===== src/rtl/lcd_write_arbiter_pkg.sv =====
// Shared types and constants for the two-requester HD44780 write arbiter.
// The ST_INIT state and the init ROM are used only when LCD_ARB_INIT_EN is defined.
package lcd_pkg;

    typedef enum logic [2:0] {
`ifdef LCD_ARB_INIT_EN
        ST_INIT,
`endif
        ST_IDLE,
        ST_SETUP,
        ST_ENABLE,
        ST_HOLD,
        ST_WAIT
    } lcd_state_e;

    localparam logic [7:0] LCD_CMD_CLEAR = 8'h01;
    localparam logic [7:0] LCD_CMD_HOME  = 8'h02;

    localparam int INIT_LEN   = 4;
    localparam int INIT_IDX_W = $clog2(INIT_LEN);

    // Power-up sequence: 8-bit/2-line, display on, entry mode, clear.
    function automatic logic [7:0] init_rom(input logic [INIT_IDX_W-1:0] idx);
        logic [7:0] value;
        case (idx)
            2'd0:    value = 8'h38;
            2'd1:    value = 8'h0C;
            2'd2:    value = 8'h06;
            default: value = LCD_CMD_CLEAR;
        endcase
        return value;
    endfunction

    // Clear and return-home (0x01..0x03 as commands) need the long busy-wait.
    function automatic logic needs_long_wait(input logic rs, input logic [7:0] data);
        return !rs && (data == LCD_CMD_CLEAR || data == LCD_CMD_HOME ||
                       data == (LCD_CMD_HOME | LCD_CMD_CLEAR));
    endfunction

endpackage


===== src/rtl/lcd_write_arbiter_if.sv =====
// Requester handshakes and LCD pins for lcd_write_arbiter.
// The slave modport is the arbiter's view; master is the producer/pin side.
interface lcd_write_arbiter_if;

    logic       req0_valid;
    logic       req0_rs;
    logic [7:0] req0_data;
    logic       req0_ready;

    logic       req1_valid;
    logic       req1_rs;
    logic [7:0] req1_data;
    logic       req1_ready;

    logic       lcd_e;
    logic       lcd_rs;
    logic       lcd_rw;
    logic [7:0] lcd_data;
    logic       busy;

    modport slave (
        input  req0_valid, req0_rs, req0_data,
        output req0_ready,
        input  req1_valid, req1_rs, req1_data,
        output req1_ready,
        output lcd_e, lcd_rs, lcd_rw, lcd_data, busy
    );

    modport master (
        output req0_valid, req0_rs, req0_data,
        input  req0_ready,
        output req1_valid, req1_rs, req1_data,
        input  req1_ready,
        input  lcd_e, lcd_rs, lcd_rw, lcd_data, busy
    );

endinterface


===== src/rtl/lcd_write_arbiter_timer.sv =====
// Loadable down-counter shared by every timed arbiter state.
// Loading N-1 yields done_o on the Nth cycle after the load edge.
module lcd_cycle_timer #(
    parameter int W = 8
) (
    input  logic         clk,
    input  logic         rst_n,
    input  logic         load_i,
    input  logic [W-1:0] loadVal_i,
    output logic         done_o
);

    logic [W-1:0] cnt_q;
    logic         run_q;

    always_ff @(posedge clk) begin
        if (!rst_n) begin
            cnt_q <= '0;
            run_q <= 1'b0;
        end else if (load_i) begin
            cnt_q <= loadVal_i;
            run_q <= 1'b1;
        end else if (run_q) begin
            if (cnt_q == '0) begin
                run_q <= 1'b0;
            end else begin
                cnt_q <= cnt_q - 1'b1;
            end
        end
    end

    assign done_o = run_q && (cnt_q == '0);

endmodule


===== src/rtl/lcd_write_arbiter.sv =====
// Round-robin arbiter sequencing HD44780 writes (setup/enable/hold/busy-wait).
// Define LCD_ARB_INIT_EN to issue the power-up command ROM after reset.
module lcd_write_arbiter
    import lcd_pkg::*;
#(
    parameter int SETUP_CYC     = 2,
    parameter int EN_CYC        = 4,
    parameter int HOLD_CYC      = 2,
    parameter int WAIT_CYC      = 40,
    parameter int WAIT_LONG_CYC = 1600
) (
    input  logic                clk,
    input  logic                rst_n,
    lcd_write_arbiter_if.slave  bus
);

    localparam int MAX_A = (SETUP_CYC > EN_CYC) ? SETUP_CYC : EN_CYC;
    localparam int MAX_B = (HOLD_CYC > WAIT_LONG_CYC) ? HOLD_CYC : WAIT_LONG_CYC;
    localparam int MAXC  = (MAX_A > MAX_B) ? MAX_A : MAX_B;
    localparam int CW    = $clog2(MAXC) + 1;

    lcd_state_e  state_q;
    logic        rr_q;
    logic        capRs_q;
    logic [7:0]  capData_q;
    logic        lcdE_q;
    logic        busy_q;
`ifdef LCD_ARB_INIT_EN
    logic [INIT_IDX_W-1:0] initIdx_q;
    logic                  initPend_q;
`endif

    logic          grant0;
    logic          grant1;
    logic          ready0;
    logic          ready1;
    logic          tmrLoad;
    logic [CW-1:0] tmrVal;
    logic [CW-1:0] waitVal;
    logic          tmrDone;

    // Round-robin pointer only matters when both requesters are valid.
    always_comb begin
        grant0  = bus.req0_valid && (!bus.req1_valid || !rr_q);
        grant1  = bus.req1_valid && (!bus.req0_valid ||  rr_q);
        ready0  = (state_q == ST_IDLE) && grant0;
        ready1  = (state_q == ST_IDLE) && grant1;
        waitVal = needs_long_wait(capRs_q, capData_q) ? CW'(WAIT_LONG_CYC - 1)
                                                      : CW'(WAIT_CYC - 1);
        tmrLoad = 1'b0;
        tmrVal  = '0;
        case (state_q)
`ifdef LCD_ARB_INIT_EN
            ST_INIT: begin
                tmrLoad = 1'b1;
                tmrVal  = CW'(SETUP_CYC - 1);
            end
`endif
            ST_IDLE: begin
                tmrLoad = ready0 || ready1;
                tmrVal  = CW'(SETUP_CYC - 1);
            end
            ST_SETUP: begin
                tmrLoad = tmrDone;
                tmrVal  = CW'(EN_CYC - 1);
            end
            ST_ENABLE: begin
                tmrLoad = tmrDone;
                tmrVal  = CW'(HOLD_CYC - 1);
            end
            ST_HOLD: begin
                tmrLoad = tmrDone;
                tmrVal  = waitVal;
            end
            default: begin
                tmrLoad = 1'b0;
                tmrVal  = '0;
            end
        endcase
    end

    lcd_cycle_timer #(.W(CW)) u_timer (
        .clk       (clk),
        .rst_n     (rst_n),
        .load_i    (tmrLoad),
        .loadVal_i (tmrVal),
        .done_o    (tmrDone)
    );

    // Pin registers are updated on state transitions so they stay glitch-free.
    always_ff @(posedge clk) begin
        if (!rst_n) begin
`ifdef LCD_ARB_INIT_EN
            state_q    <= ST_INIT;
            initIdx_q  <= '0;
            initPend_q <= 1'b1;
`else
            state_q    <= ST_IDLE;
`endif
            rr_q      <= 1'b0;
            capRs_q   <= 1'b0;
            capData_q <= 8'h00;
            lcdE_q    <= 1'b0;
            busy_q    <= 1'b0;
        end else begin
            case (state_q)
`ifdef LCD_ARB_INIT_EN
                ST_INIT: begin
                    capRs_q   <= 1'b0;
                    capData_q <= init_rom(initIdx_q);
                    initIdx_q <= initIdx_q + 1'b1;
                    if (initIdx_q == INIT_IDX_W'(INIT_LEN - 1)) begin
                        initPend_q <= 1'b0;
                    end
                    busy_q  <= 1'b1;
                    state_q <= ST_SETUP;
                end
`endif
                ST_IDLE: begin
                    if (ready0) begin
                        capRs_q   <= bus.req0_rs;
                        capData_q <= bus.req0_data;
                        rr_q      <= 1'b1;
                        busy_q    <= 1'b1;
                        state_q   <= ST_SETUP;
                    end else if (ready1) begin
                        capRs_q   <= bus.req1_rs;
                        capData_q <= bus.req1_data;
                        rr_q      <= 1'b0;
                        busy_q    <= 1'b1;
                        state_q   <= ST_SETUP;
                    end
                end
                ST_SETUP: begin
                    if (tmrDone) begin
                        lcdE_q  <= 1'b1;
                        state_q <= ST_ENABLE;
                    end
                end
                ST_ENABLE: begin
                    if (tmrDone) begin
                        lcdE_q  <= 1'b0;
                        state_q <= ST_HOLD;
                    end
                end
                ST_HOLD: begin
                    if (tmrDone) begin
                        state_q <= ST_WAIT;
                    end
                end
                ST_WAIT: begin
                    if (tmrDone) begin
`ifdef LCD_ARB_INIT_EN
                        if (initPend_q) begin
                            state_q <= ST_INIT;
                        end else begin
                            busy_q  <= 1'b0;
                            state_q <= ST_IDLE;
                        end
`else
                        busy_q  <= 1'b0;
                        state_q <= ST_IDLE;
`endif
                    end
                end
                default: begin
                    lcdE_q  <= 1'b0;
                    state_q <= ST_IDLE;
                end
            endcase
        end
    end

    assign bus.req0_ready = ready0;
    assign bus.req1_ready = ready1;
    assign bus.lcd_e      = lcdE_q;
    assign bus.lcd_rs     = capRs_q;
    assign bus.lcd_rw     = 1'b0;
    assign bus.lcd_data   = capData_q;
    assign bus.busy       = busy_q;

endmodule

===== src/flat_wrapper.sv =====
// flat-port wrapper written by rule: the top's interface ports become plain ports
module lcd_write_arbiter_flat import lcd_pkg::*;
#(
    parameter int SETUP_CYC     = 2,
    parameter int EN_CYC        = 4,
    parameter int HOLD_CYC      = 2,
    parameter int WAIT_CYC      = 40,
    parameter int WAIT_LONG_CYC = 1600
)
  (clk, rst_n, bus_req0_valid, bus_req0_rs, bus_req0_data, bus_req0_ready, bus_req1_valid, bus_req1_rs, bus_req1_data, bus_req1_ready, bus_lcd_e, bus_lcd_rs, bus_lcd_rw, bus_lcd_data, bus_busy);
  lcd_write_arbiter_if bus_i ();
  input  logic clk;
  input  logic rst_n;
  input wire logic [$bits(bus_i.req0_valid)-1:0] bus_req0_valid;
  input wire logic [$bits(bus_i.req0_rs)-1:0] bus_req0_rs;
  input wire logic [$bits(bus_i.req0_data)-1:0] bus_req0_data;
  output wire logic [$bits(bus_i.req0_ready)-1:0] bus_req0_ready;
  input wire logic [$bits(bus_i.req1_valid)-1:0] bus_req1_valid;
  input wire logic [$bits(bus_i.req1_rs)-1:0] bus_req1_rs;
  input wire logic [$bits(bus_i.req1_data)-1:0] bus_req1_data;
  output wire logic [$bits(bus_i.req1_ready)-1:0] bus_req1_ready;
  output wire logic [$bits(bus_i.lcd_e)-1:0] bus_lcd_e;
  output wire logic [$bits(bus_i.lcd_rs)-1:0] bus_lcd_rs;
  output wire logic [$bits(bus_i.lcd_rw)-1:0] bus_lcd_rw;
  output wire logic [$bits(bus_i.lcd_data)-1:0] bus_lcd_data;
  output wire logic [$bits(bus_i.busy)-1:0] bus_busy;
  assign bus_i.req0_valid = bus_req0_valid;
  assign bus_i.req0_rs = bus_req0_rs;
  assign bus_i.req0_data = bus_req0_data;
  assign bus_req0_ready = bus_i.req0_ready;
  assign bus_i.req1_valid = bus_req1_valid;
  assign bus_i.req1_rs = bus_req1_rs;
  assign bus_i.req1_data = bus_req1_data;
  assign bus_req1_ready = bus_i.req1_ready;
  assign bus_lcd_e = bus_i.lcd_e;
  assign bus_lcd_rs = bus_i.lcd_rs;
  assign bus_lcd_rw = bus_i.lcd_rw;
  assign bus_lcd_data = bus_i.lcd_data;
  assign bus_busy = bus_i.busy;
  lcd_write_arbiter #(.SETUP_CYC(SETUP_CYC), .EN_CYC(EN_CYC), .HOLD_CYC(HOLD_CYC), .WAIT_CYC(WAIT_CYC), .WAIT_LONG_CYC(WAIT_LONG_CYC)) u_core (.clk(clk), .rst_n(rst_n), .bus(bus_i));
endmodule

===== config.mk =====
export PLATFORM = sky130hd
export DESIGN_NAME = lcd_write_arbiter_flat
export DESIGN_NICKNAME = d
export VERILOG_FILES = /design/src/rtl/lcd_write_arbiter_pkg.sv /design/src/rtl/lcd_write_arbiter_if.sv /design/src/rtl/lcd_write_arbiter_timer.sv /design/src/rtl/lcd_write_arbiter.sv /design/src/flat_wrapper.sv
export SDC_FILE = /design/constraint.sdc
export NUM_CORES = 1
export LEC_CHECK = 0
export ABC_AREA = 1
export ABC_CLOCK_PERIOD_IN_PS = 2600
export CAP_MARGIN = 0
export CORE_MARGIN = 3
export CORE_UTILIZATION = 54
export CTS_BUF_LIST = sky130_fd_sc_hd__clkbuf_16
export DETAILED_ROUTE_END_ITERATION = 16
export GPL_ROUTABILITY_DRIVEN = 0
export PLACE_DENSITY = 0.85
export SYNTH_ARGS = -nofsm -noshare
export SYNTH_HDL_FRONTEND = slang
export SYNTH_SLANG_ARGS = --single-unit

===== constraint.sdc =====
create_clock -name clk -period 2.6 [get_ports clk]
set_clock_uncertainty 0.15 [all_clocks]
set_input_delay 0.52 -clock clk [delete_from_list [all_inputs] [get_ports clk]]
set_output_delay 0.52 -clock clk [all_outputs]
set_load 0.02 [all_outputs]

After elaboration in Yosys (flattened, before gate mapping)
Cells that the tools add are included.

word-level totals
  logic and storage cells = 79
  input bits = 22
  register bits = 28

operators by class
  $add $sub $neg = 1
  equality and inequality tests = 13
  reductions and logical operators = 28
  muxes and demuxes = 28
  bitwise operators = 1

operators with widths
  kind                                                count
  2-to-1 mux 12 bit                                   3
  case mux 12 bit (3 select lines)                    1
  2-to-1 mux 3 bit                                    6
  == test 8 x 2 -> 1 bit, second input constant       2
  2-to-1 mux 8 bit                                    2
  case mux 3 bit (5 select lines)                     1
  logical NOT 12 bit                                  1
  subtractor 12 x 1 -> 12 bit, second input constant  1
  2-to-1 mux 1 bit                                    11
  2-to-1 mux 11 bit                                   1
  != test 2 x 1 -> 1 bit, second input constant       5
  == test 8 x 1 -> 1 bit, second input constant       1
  == test 3 x 2 -> 1 bit, second input constant       2
  logical AND 1 bit                                   6
  AND reduction 3 bit                                 2
  nonzero test 2 bit                                  3
  OR reduction 3 bit                                  2
  logical OR 1 bit                                    5
  AND reduction 5 bit                                 1
  logical NOT 1 bit                                   4
  case mux 1 bit (2 select lines)                     2
  AND reduction 2 bit                                 2
  == test 3 x 1 -> 1 bit, second input constant       1
  == test 3 bit, second input constant                1
  5 further kinds                                     5

Logic depth before layout (Yosys ltp)
  depth in word-level cells = 8
  depth in mapped cells = 10
  mapped depth without buffers = 10

Cells and area by module
Synthesis repeated with hierarchy kept, for this count alone.

second synthesis, totals
  cells, all modules = 284
  area total of the unflattened synthesis = 1788.0 um2

by module, submodules not included
  module             area each (um2)  seq. area each (um2)  times used  cells an instance
  lcd_cycle_timer    917.1            260.2                 1           152
  lcd_write_arbiter  870.8            300.3                 1           132

Least setup slack after synthesis
No wires, ideal clock.

  path kind = input port to output port
  from = input bus_req0_valid
  to = output bus_req1_ready
  buffers on the path = 0
  arrival time = 1.119 ns
  stages = 3
  required time = 1.930 ns
  path slack = 0.811 ns
  cell sequence = inv_1 -> o21ai_0 -> nor3_1

on the way
  cells in the longest elaborated chain, start to end = 4

RTL lines
  element            line                     RTL
  from (decl)        flat_wrapper.sv:14       input wire logic [$bits(bus_i.req0_valid)-1:0] bus_req0_valid;
  logical NOT 1 bit  lcd_write_arbiter.sv:45  grant1 = bus.req1_valid && (!bus.req0_valid || rr_q);
  logical OR 1 bit   lcd_write_arbiter.sv:45
  logical AND 1 bit  lcd_write_arbiter.sv:45
  logical AND 1 bit  lcd_write_arbiter.sv:47  ready1 = (state_q == ST_IDLE) && grant1;
  to (decl)          flat_wrapper.sv:21       output wire logic [$bits(bus_i.req1_ready)-1:0] bus_req1_ready;

Every way passes these cells.

Final worst setup path
Ends and elaborated chain as after synthesis.

==> results.json <==
{
  "finalNonFillerCells": 320,
  "routed_wirelength_um": 3830,
  "commonest_non_fill_non_tap_cell_in_the_layout": "nor2_1",
  "avgViaCountPerCell": 5.32,
  "final_nets": 315,
  "detailedRoute.firstIterationViolations": 92,
  "min_path_type": "reg2reg",
  "antenna_found_initial": 0,
  "post_detail_place_hpwl_um": 3000,
  "synth_nets": 276,
  "core_area_sq_um": 2850,
  "static-leakage-power_nw": 0.940,
  "final_layout_size_suffix_gt1_frac": 0.125,
  "global_route.usage.met1": 0.283,
  "synth_register_bits": 28,
  "vdd.ir_drop.worst_mv": 0.552,
  "power-per-cell-area_nw_per_um2": 1020,
  "clockBufferDepth": 2,
  "number_of_global_route_vias_before_repair": 1535,
  "port-buffer-count": 34,
  "critPathRequiredTime_ns": 1.93,
  "endpoint_kind": "output port",
  "clock_latency_ns": 0.26,
  "yosysWarnings": 0,
  "firstDrtPassIters": 4,
  "layout-area-overhead-vs-synth_pct": 27.6,
  "synthesis.area_per_instance_sq_um": 6.67,
  "horizontal_extent_of_the_die_um": 61.8,
  "drt_drc_violations_left": 0,
  "timing.final.max_slew_violations": 0,
  "dp_cells": 317,
  "worstSetupPathDepth": 5,
  "critPathTopFamily": "buffers and inverters",
  "grt_pass1_wl_um": 6470,
  "final_cell_mix": "51 x nor2_1, 48 x nand2_1, 32 x clkdlybuf4s50_1, 28 x dfxtp_1, 21 x a21oi_1",
  "clock-root-buffer": "clkbuf_16",
  "setup_violations": 0,
  "cts_buffers": 3,
  "sequential_element_share_of_the_synthesized_area": 0.334,
  "grt.busiest_layer": "met2",
  "design.die.area_sq_um": 3820,
  "finalHoldViolCount": 0,
  "hold_buffers": 0,
  "worstPathBufferInverterCount": 3,
  "final_util": 0.752,
  "critical_path_slowest_stage_cell": "clkdlybuf4s50_1",
  "pin_count_of_the_biggest_net_entering_global_routing": 16,
  "rsz_0062_raised_after_global_routing": "false",
  "drt-wirelength-per-cell_um": 12.0,
  "boundaryPins": 36,
  "startpoint_type": "input pin",
  "timing.final.crit_share": 0.894,
  "ys.flop_type": "dfxtp_1",
  "max_clock_freq_mhz": 430,
  "drv_cap": 0,
  "postSynth.asyncResetShare": 0,
  "path_max_fanout": 2,
  "start_util": 0.589,
  "synth-edff-count": 0,
  "mappedNetlistArea_sq_um": 1680,
  "cts.sinks": 28,
  "drtAntennaViolNets": 0,
  "vias": 1701,
  "timing.reg2reg.worst_path_depth": 9,
  "cp_cell_sequence": "clkdlybuf4s50_1 > inv_1 > o21ai_0 > nor3_1 > dlygate4sd2_1",
  "gr-usage-met2": 0.375,
  "worst-setup-path-type": "in2out",
  "arrival_ns": 1.66,
  "max_stage_delay_ns": 0.47,
  "postSynthCellCount": 252,
  "die_h_um": 61.8,
  "clock_tree_from_tritoncts": "done",
  "yosysUniqueCellTypes": 30,
  "fp-row-count": 19,
  "layout_min_cycle_time_ns": 2.33,
  "finalSetupTns_ns": 0,
  "outcome": "finished clean",
  "grt_overflow": 0,
  "number_of_antenna_cells_inserted": 0,
  "place_ws_ns": 0.0129,
  "timing.final.ws_setup_ns": 0.274,
  "globalRouteTotalUtil": 0.224,
  "ctsHtreeMaxLevel": 1,
  "global_route.usage.met3": 0.0579,
  "clk_pin_slew_ns": 0.07,
  "timing.hold.worst_path_depth": 2,
  "setup.reg_to_reg.worst_slack_ns": 0.89
}
report_power, final:
part / switching (mW) / internal [mW] / leakage (nW)
sequential: 0.111 / 0.536 / 0.231
combinational: 0.726 / 0.473 / 0.673
clock: 0.141 / 0.204 / 0.0370
total: 0.979 / 1.21 / 0.940
worst paths after layout:
kind	endpoint	startpoint
max reg2reg	u_core.u_timer.cnt_q[4]	u_core.u_timer.cnt_q[0]
min	u_core.bus.busy	u_core.bus.busy
min reg2reg	u_core.bus.busy	u_core.bus.busy
max	bus_req1_ready	bus_req0_valid
worst register-to-register path, stage by stage (launching register included):
cell and delay (ns):
dfxtp_1 0.33, inv_1 0.10, ha_1 0.17, nand2_2 0.08
nor2_4 0.14, nand4_4 0.17, nand2_4 0.17, inv_2 0.07
o21ai_0 0.12, a21oi_1 0.10
final cells by class:
class                           count  area (sq um)
Clock buffer                        3          75.1
Fill cell                         238           708
Inverter                           23          86.3
Multi-Input combinational cell    194           990
Sequential cell                    28           561
Tap cell                           31          38.8
Timing Repair Buffer               41           394
cells by family after synthesis:
group / count (synthesis) / share of synthesized area
compound gates: 45 / 0.142
flops: 28 / 0.334
buf+inv: 30 / 0.0774
fa+ha+maj: 2 / 0.0149
xor+xnor: 5 / 0.0261
other cells: 1 / 0.00223
simple gates: 141 / 0.404
Yosys cell counts (3+ instances only):
cell / count / area share
nor2_1: 51 / 0.11
nand2_1: 48 / 0.11
dfxtp_1: 28 / 0.33
a21oi_1: 21 / 0.063
inv_1: 17 / 0.038
nand3_1: 16 / 0.048
o21ai_1: 16 / 0.048
nor2_2: 6 / 0.022
o21ai_0: 6 / 0.018
inv_2: 5 / 0.011
nand2_2: 5 / 0.019
nand2_4: 3 / 0.020
nor2_4: 3 / 0.020
nor3_1: 3 / 0.0089
xnor2_1: 3 / 0.016
through the flow:
stage | instance area, sq um | hold slack (ns) | total power [mW]
floorplan | 1680 | 0.300 | 1.55
CTS | 2140 | 0.319 | 2.19
global placement | 2070 | 0.305 | 1.82
detailed placement | 2070 | 0.304 | 1.84
finish | 2140 | 0.312 | 2.19
global route | 2140 | 0.346 | 2.37
metal layers:
metal,vias up,routed length [um]
met5,-,0
met4,0,48
met3,7,235
met2,42,1730
met1,760,1810
li1,892,-
flip-flops by register name, indices dropped and copies added (netlist names):
| register | count |
|---|---|
| u_core.u_timer.cnt_q | 12 |
| u_core.bus.lcd_data | 8 |
| u_core.state_q | 3 |
| u_core.bus.busy | 1 |
| u_core.bus.lcd_e | 1 |
| u_core.bus.lcd_rs | 1 |
| u_core.rr_q | 1 |
| u_core.u_timer.run_q | 1 |
what timing repair did:
action                                 4_1_cts  5_1_grt
resized for setup                            1        1
setup endpoints to repair                    1        1
endpoints found under the hold margin        0        0
buffers inserted                             0        0
(Power assumes the default switching activity.)
==> variant: new RTL, same flow settings <==
The 5 states of `lcd_state_e` get a one-hot encoding in 5 bits.
--- a/src/rtl/lcd_write_arbiter_pkg.sv
+++ b/src/rtl/lcd_write_arbiter_pkg.sv
@@ -3,13 +3,13 @@
 package lcd_pkg;
 
-    typedef enum logic [2:0] {
+    typedef enum logic [4:0] {
 `ifdef LCD_ARB_INIT_EN
         ST_INIT,
 `endif
-        ST_IDLE,
-        ST_SETUP,
-        ST_ENABLE,
-        ST_HOLD,
-        ST_WAIT
+        ST_IDLE   = 5'b00001,
+        ST_SETUP  = 5'b00010,
+        ST_ENABLE = 5'b00100,
+        ST_HOLD   = 5'b01000,
+        ST_WAIT   = 5'b10000
     } lcd_state_e;
 
Function: same outputs for any inputs over 10 cycles, from zero or initial values and one cycle with rst_n low; not proved beyond that.
==> variant against the original RTL <==
  * Sequential power down 5.4%
  * Final area up 6.0%
  * Sequential cell count up 2
  * Synthesized cell count down 2.4%
  * Largest power group unchanged
  * Clock power up 55%
  * Critical path type unchanged
  * Highest routed layer unchanged
  * Power down 12%
  * Synthesized area up 4.5%
  * Setup slack worse by 0.055 ns
  * Largest cell class unchanged
  * Wire length up 8.0%
==> variant: results (changes against the original RTL) <==
setup_path:
  reg2reg_slack_ns: 0.81  # -0.08 ns
  cp_data_arrival_time_ns: 1.71  # +0.05 ns
  r2r_cells: 10  # +1
  cp_slowest_stage_delay_ns: 0.47  # about the same
  endpoint: "bus_req0_ready"
  cp_top_family: "buffers and inverters"
  crit_start: "bus_req0_valid"
  rr_endpoint: "u_core.u_timer.cnt_q[8]"
  cp_max_fo: 2  # unchanged
place:
  pre_cts_slack_ns: -0.0669  # -0.0797 ns
  port_buffers: 34  # unchanged
  dp_cells: 322  # +1.6%
  post-dp-hpwl_mm: 3.07  # +2.6%
  dpl-instance-area_sq_um: 2140  # +3.4%
final_layout:
  largest_register: "u_core.u_timer.cnt_q"
  nFillCells: 242  # +1.7%
  largest_reg_flops: 12  # unchanged
  drive_gt1_frac: 0.133  # +0.00830
  final_nets: 309  # -1.9%
  layoutNonFillerInstCount: 330  # +3.1%
synthesis:
  synth_area_leaders: "dfxtp_1, nand2_1, nor2_1"
  synth_warnings: 0  # unchanged
  ys.flop_type: "dfxtp_1"
  ys_seq_area_frac: 0.342  # +0.00830
  ys_top_cells_by_count: "nand2_1, dfxtp_1, nor2_1"
  synth.distinct_cells: 37  # +23%
  avgSynthCellArea_sq_um: 7.14  # +7.1%
  synth_nets: 270  # -2.2%
worst_hold_path:
  hp-class: "flop to flop"
route:
  wirelength_mm: 4.14  # +8.0%
  viasPerCell: 5.18  # -2.5%
  drtPass1Iterations: 4  # unchanged
  drt_iter0_markers: 92  # unchanged
clocking:
  clk_pin_slew_ns: 0.05  # -0.02 ns
  htreeDepth: 2  # +1
  cts_resized: 2  # +1
  cts_buffers: 5  # +2
  insertion_delay_ns: 0.27
global_route:
  grtUsageTotal: 0.231  # +0.00710
  antenna_found_initial: 0  # unchanged
  grt_pass1_wl_mm: 7.31  # +13%
  grt_pass1_vias: 1633  # +6.4%
  grt_max_degree: 20  # +4
power:
  ir_drop_mv: 0.533  # -3.4%
  p_leak_uw: 0.000970  # +3.2%
timing:
  setup_ws_ns: 0.219  # -0.0551 ns
status:
  status: "completed"
variant: report_power, final:
group | switching [uW] | leakage (uW) | total, uW | internal (uW)
Clock | 191 | 0.0000663 | 534 | 343
Sequential | 68.2 | 0.000247 | 612 | 543
Combinational | 464 | 0.000656 | 788 | 324
variant: how the worst min path moves through the flow:
stage,slack [ns],cells after the start,from,to
CTS,0.32,2,u_core.bus.lcd_e,u_core.bus.lcd_e
finish,0.31,2,u_core.bus.lcd_e,u_core.bus.lcd_e
floorplan,0.30,2,u_core.rr_q,u_core.rr_q
global placement,0.31,2,u_core.bus.lcd_e,u_core.bus.lcd_e
detailed placement,0.31,2,u_core.bus.lcd_e,u_core.bus.lcd_e
global route,0.35,2,u_core.u_timer.cnt_q[0],u_core.u_timer.cnt_q[0]
variant: cell type report:
type / instances / area (sq um) / share of cell area
sequential: 30 / 601 / 0.264
clock inverter: 3 / 11.3 / 0.00496
tap: 44 / 55.1 / 0.0242
inverter: 26 / 97.6 / 0.0430
timing repair buffer: 40 / 383 / 0.169
clock buffer: 5 / 125 / 0.0551
multi-input combinational: 182 / 1000 / 0.440
variant: logic make-up (layout without fill, tap and decap cells):
logic type / count (synthesis) / count (layout) / synth area share
simple gates: 129 / 129 / 0.375
compound gates: 44 / 44 / 0.147
buf+inv: 34 / 74 / 0.0890
flops: 30 / 30 / 0.342
xor+xnor: 6 / 6 / 0.0299
fa+ha+maj: 2 / 2 / 0.0142
other cells: 1 / 1 / 0.00213
variant: per-layer routing:
| layer | vias to the layer above | share of wire | global-route usage |
|---|---|---|---|
| met5 | - | 0 | 0 |
| met4 | 0 | 0.0027 | 0.0744 |
| met3 | 2 | 0.095 | 0.0917 |
| met2 | 62 | 0.48 | 0.370 |
| met1 | 762 | 0.42 | 0.282 |
| li1 | 884 | - | - |
